**src/rtl/int_ctrl.sv**
```systemverilog
// Interrupt controller: edge-latched sources, fixed lowest-index priority, claim/complete handshake.
// Define INTC_SYNC_EN to pass each source through a 2-flop synchronizer before edge detection.
module int_ctrl #(
    parameter int NSRC = 8
) (
    input  logic            clk,
    input  logic            rst,
    input  logic [NSRC-1:0] src,
    input  logic [2:0]      addr,
    input  logic [31:0]     wdata,
    input  logic            we,
    input  logic            re,
    output logic [31:0]     rdata,
    output logic            ack,
    output logic            irq
);

    localparam logic [1:0] IDLE    = 2'd0;
    localparam logic [1:0] PEND    = 2'd1;
    localparam logic [1:0] SERVICE = 2'd2;

    logic [1:0]      state;
    logic [1:0]      next_state;
    logic [NSRC-1:0] pending;
    logic [NSRC-1:0] enable;
    logic [4:0]      claim_id;
    logic [NSRC-1:0] sampled;
    logic [NSRC-1:0] edge_reg;
    logic [NSRC-1:0] rise;
    logic [NSRC-1:0] active;
    logic [NSRC-1:0] clr_mask;
    logic [NSRC-1:0] claim_mask;
    logic [4:0]      win_idx;
    logic            win_hit;
    logic            claim_hit;
    logic            complete_hit;
    logic            unused_wdata;

`ifdef INTC_SYNC_EN
    logic [NSRC-1:0] sync1;
    logic [NSRC-1:0] sync2;

    always_ff @(posedge clk or posedge rst) begin
        if (rst) begin
            sync1 <= '0;
            sync2 <= '0;
        end else begin
            sync1 <= src;
            sync2 <= sync1;
        end
    end

    assign sampled = sync2;
`else
    assign sampled = src;
`endif

    always_ff @(posedge clk or posedge rst) begin
        if (rst) edge_reg <= '0;
        else     edge_reg <= sampled;
    end

    assign rise   = sampled & ~edge_reg;
    assign active = pending & enable;

    // Scan downwards so the lowest active index is the last one written.
    always_comb begin
        win_hit = 1'b0;
        win_idx = '0;
        for (int i = NSRC - 1; i >= 0; i--) begin
            if (active[i]) begin
                win_hit = 1'b1;
                win_idx = i[4:0];
            end
        end
    end

    assign claim_hit    = re && (addr == 3'd2) && (state == PEND) && win_hit;
    assign complete_hit = we && (addr == 3'd3) && (state == SERVICE) && (wdata[4:0] == claim_id);
    assign claim_mask   = claim_hit ? ({{(NSRC-1){1'b0}}, 1'b1} << win_idx) : '0;
    assign clr_mask     = claim_mask | ((we && (addr == 3'd0)) ? wdata[NSRC-1:0] : '0);
    assign unused_wdata = ^wdata;

    always_comb begin
        next_state = state;
        case (state)
            IDLE:    if (|active) next_state = PEND;
            PEND: begin
                if (claim_hit)      next_state = SERVICE;
                else if (~|active)  next_state = IDLE;
            end
            SERVICE: if (complete_hit) next_state = (|active) ? PEND : IDLE;
            default: next_state = IDLE;
        endcase
    end

    // A new edge is OR'd in after the clear so a same-cycle set always survives.
    always_ff @(posedge clk or posedge rst) begin
        if (rst) begin
            state    <= IDLE;
            irq      <= 1'b0;
            pending  <= '0;
            enable   <= '0;
            claim_id <= '0;
        end else begin
            state   <= next_state;
            irq     <= (next_state == PEND);
            pending <= (pending & ~clr_mask) | rise;
            if (we && (addr == 3'd1))
                enable <= wdata[NSRC-1:0];
            if (claim_hit)
                claim_id <= win_idx + 5'd1;
            else if (complete_hit)
                claim_id <= '0;
        end
    end

    always_ff @(posedge clk or posedge rst) begin
        if (rst) begin
            ack   <= 1'b0;
            rdata <= '0;
        end else begin
            ack <= we | re;
            if (re) begin
                case (addr)
                    3'd0:    rdata <= {{(32-NSRC){1'b0}}, pending};
                    3'd1:    rdata <= {{(32-NSRC){1'b0}}, enable};
                    3'd2:    rdata <= claim_hit ? {27'd0, win_idx + 5'd1} : 32'd0;
                    3'd4:    rdata <= {19'd0, claim_id, 6'd0, state};
                    default: rdata <= 32'd0;
                endcase
            end
        end
    end

endmodule

```
**config.mk**
```make
export PLATFORM = sky130hd
export DESIGN_NAME = int_ctrl
export DESIGN_NICKNAME = d
export VERILOG_FILES = /design/src/rtl/int_ctrl.sv
export SDC_FILE = /design/constraint.sdc
export NUM_CORES = 1
export LEC_CHECK = 0
export ABC_AREA = 0
export CORE_UTILIZATION = 50
export CTS_CLUSTER_DIAMETER = 120
export CTS_CLUSTER_SIZE = 20
export DETAILED_ROUTE_END_ITERATION = 12
export DONT_BUFFER_PORTS = 1
export GPL_TIMING_DRIVEN = 0
export RECOVER_POWER = 25
export SYNTH_ARGS = -nofsm -noshare
export SYNTH_HDL_FRONTEND = slang
export SYNTH_SLANG_ARGS = --single-unit
```
**constraint.sdc**
```tcl
create_clock -name clk -period 3.6 [get_ports clk]
set_input_delay 0.36 -clock clk [delete_from_list [all_inputs] [get_ports clk]]
set_output_delay 0.36 -clock clk [all_outputs]
set_load 0.005 [all_outputs]
```
==> results <==
- The worst vdd rail ir drop is 0.264 mV.
- The clock edge transition at the registers on the reported setup and hold paths is 0.08 ns.
- The worst setup path is launched from a flip-flop.
- The row count is 24.
- The fraction of post-synthesis cell area in the top cell type by area is 0.474.
- The remaining antenna violation count is 0.
- In this run, synthesis produced a sequential element count of 44.
- The combined global-route utilization of all metal layers is 0.227.
- The routed length per placed instance is 17.7 microns.
- The final reports fail on capacitance limit, slew limit.
- The total congestion overflow after global routing is 0.
- The clock tree synthesis step divided the H-tree into 2 levels.
- During placement, the flow inserted port buffers numbering 0.
- The critical path runs through a total of 6 cells.
- After detailed routing, the number of vias per cell comes to 5.68.
- The post-CTS setup buffer count is 0.
- Summed over all instances, the cell type with the most area after synthesis is dfrtp_1.
- For this design, the CTS-stage hold fixing added 0 buffers.
- In this run the worst path has a maximum fanout of 4.
- In this design, the largest share of critical-path delay is due to compound AO/OA/AOI/OAI gates.
- The smallest clock period supported by the final layout is computed as 2.28 ns.
- After filler insertion, the fill cell instance count of the layout stands at 401.
- The total number of vias is 1648.
- The worst hold path cell count is 0.
- The diode insertion count for antenna repair is 0.
- The worst max-slew margin expressed relative to the limit is -0.0796.
- Among all flip-flop cells after synthesis, the most frequent one is dfrtp_1.
- On the worst path, the slowest cell contributes a delay of 0.43 ns.
- The standby leakage power is 1.18 nW.
- The register with the most flip-flops in the final layout is rdata.
- The buffer type at the clock tree root is clkbuf_8.
- The area overhead of the layout relative to synthesis is 10.5%.
- The arrival time at the worst endpoint is 2.46 ns.
- The final number of max-transition violations came to 45.
- The post-synthesis async set-or-reset flop share is 1.00.
- The count of routing violations after the opening detailed-route iteration is 98.
- Traced cell by cell, the critical path runs through a22oi_2 -> and2b_2 -> o211a_1 -> ha_1 -> ha_1 -> a221o_1.
- Derived from the worst setup path, the maximum achievable clock frequency is 0.440 GHz.
- The post-placement worst setup slack is 1.33 ns.
- The core box area is 0.00441 sq mm.
- The run finished, with violations left.
- The required time of the critical path is 3.79 ns.
- The library cells used most frequently in the layout, excluding fill and tap cells, are dfrtp_1 (44), nand2_1 (23), buf_4 (21).
- The final hold violation count came to 0.
- The final cycle utilization of the critical path is 0.632.
- The post-detailed-routing wire length is 5130 microns.
- The logic depth of the worst register-to-register path is 6.
- Setup violations remaining at the end of the flow were counted as 0.
- TritonCTS built the clock tree.
- The number of antenna violations at the first check in global routing is 0.
- The number of violations of the max-capacitance limit is 1.
- Post-CTS repair changed the size of 0 cells.
- The summed instance area of the synthesized netlist is 0.00232 sq mm.
- Entering global routing, the biggest net connects 45 pins.
- The cell count after synthesis came out at 211.
- In the post-route analysis, the smallest setup slack over all paths is 1.32 ns.
- The register with the most flip-flops in the layout has 12 of them.
- The dominant cell type by count on the critical path is ha_1.
- The synthesized area divided by synthesized cell count is 11.0 sq um.
- The longest clock path from root to sink contains 2 buffers.
- After routing, the total negative slack on setup checks comes to 0 ns.
- For this configuration, the core starts out at a cell density of 0.527.
- The first global-routing pass estimated 8540 microns of wire.
- The type of destination of the critical path is a flip-flop.
- The count of pins on the block boundary is 81.
- The path type of the worst min-delay path is in2reg.
- The total half-perimeter wirelength after legalization and detailed placement is 3970 microns.
- The clock drives 44 sinks.
- The worst clock skew is 0.00611 ns.
- The fraction of layout instances using a drive strength above 1 is 0.210.
- The die covers 0.00493 sq mm.
- The via count of the first global-routing pass is 1714.
- For this run, design rule violations remaining after detail routing come to 0.
- Dividing total power by cell area gives a power density of 540 mW/mm^2.
- The number of different library cells used by synthesis comes to 43.
- For this run, the register share of the synthesized area comes to 0.474.
- The die is 70.2 microns wide.
- The library cell contributing the largest single delay on the critical path is dfrtp_1.
- In this run the vertical extent of the chip is 70.2 microns.
- Setup repair after global routing left no endpoint under its margin.
- The number of clock buffers added by TritonCTS is 5.
- The congestion estimate from routability-driven global placement came to 0.937.
- Ranked by total cell area, the synthesized netlist is headed by dfrtp_1 (47%), buf_4 (6.8%), o2bb2ai_1 (4.1%).
- At the pin with the least slew margin, the transition time is 1.62 ns.
- The length of the first detailed-routing pass in iterations is 4.
- The Yosys step of the flow raised 0 warnings.
- Leaving out fill and tap cells, the most frequent cell in the layout is dfrtp_1.
- The clock reaches the later pin of the worst-skew pair after 0.30 ns.
- Together, buffers and inverters on the worst path number 0.
- The count of nets after finishing is 290.
- The critical path in this run is classified as reg2reg.
- In this run, synthesis inferred 0 flip-flops with an integrated enable.
==> cells in the mapped netlist (5+ instances only) <==
cell       instances
a32o_1             9
dfrtp_1           44
mux2i_1            8
inv_1             18
nand2_1           23
o2bb2ai_1         11
ha_1               6
buf_4             21
o22ai_1            5
and2_1             5
mux2_2             8
nand3_1            8
==> routing by layer <==
metal	part of all wire	global-route usage	wire length (microns)
met2	0.49	0.384	2510
met4	0.022	0.0844	112
met5	0	0	0
met3	0.071	0.0592	366
met1	0.42	0.278	2140
==> cell families (layout without fill, tap and decap cells) <==
logic type / after synthesis / after routing / share of synthesized area
AND/OR/NAND/NOR: 53 / 53 / 0.124
flip-flops: 44 / 44 / 0.474
multiplexers: 16 / 16 / 0.0732
adder cells (fa/ha/maj): 6 / 6 / 0.0323
other: 1 / 20 / 0.00161
buffers and inverters: 44 / 52 / 0.109
AO/OA/AOI/OAI: 43 / 43 / 0.171
XOR/XNOR: 4 / 4 / 0.0151
==> metrics by stage <==
stage / power, mW / std cells / hold slack [ns] / util / cell area (sq um)
global placement: 1.01 / 282 / 0.392 / 0.558 / 2460
CTS: 1.39 / 290 / 0.0773 / 0.582 / 2570
finish: 1.39 / 290 / 0.0824 / 0.582 / 2570
floorplan: 0.935 / 230 / 0.391 / - / 2400
detailed placement: 1.02 / 282 / 0.392 / 0.558 / 2460
global route: 1.46 / 290 / 0.0701 / 0.582 / 2570
==> area by class of cell <==
type                    instances  area, sq um  share of cell area
clock buffers                   6         72.6              0.0283
plain buffers                  26          186              0.0726
multi-input cells             142         1040               0.405
inverters                      18         67.6              0.0263
well taps                      52         65.1              0.0253
flip-flops and latches         44         1100               0.429
clock inverters                 2         35.0              0.0136
==> power by group <==
part           leakage, nW  internal, mW  total [mW]  switching (mW)
combinational        0.611         0.166       0.345           0.178
sequential           0.518         0.577       0.672          0.0952
clock               0.0552         0.206       0.370           0.164
==> path summary, 6_finish.rpt <==
check | from | to | slack (ns)
worst max register to register | pending[6] | rdata[2] | 1.32
max in group asynchronous | rst | enable[0] | 2.21
worst max-delay path | pending[6] | rdata[2] | 1.32
worst min-delay path | src[3] | edge_reg[3] | 0.08
worst min register to register | rdata[6] | rdata[6] | 0.52
min in group asynchronous | rst | rdata[4] | 0.45
(Power assumes the default switching activity.)
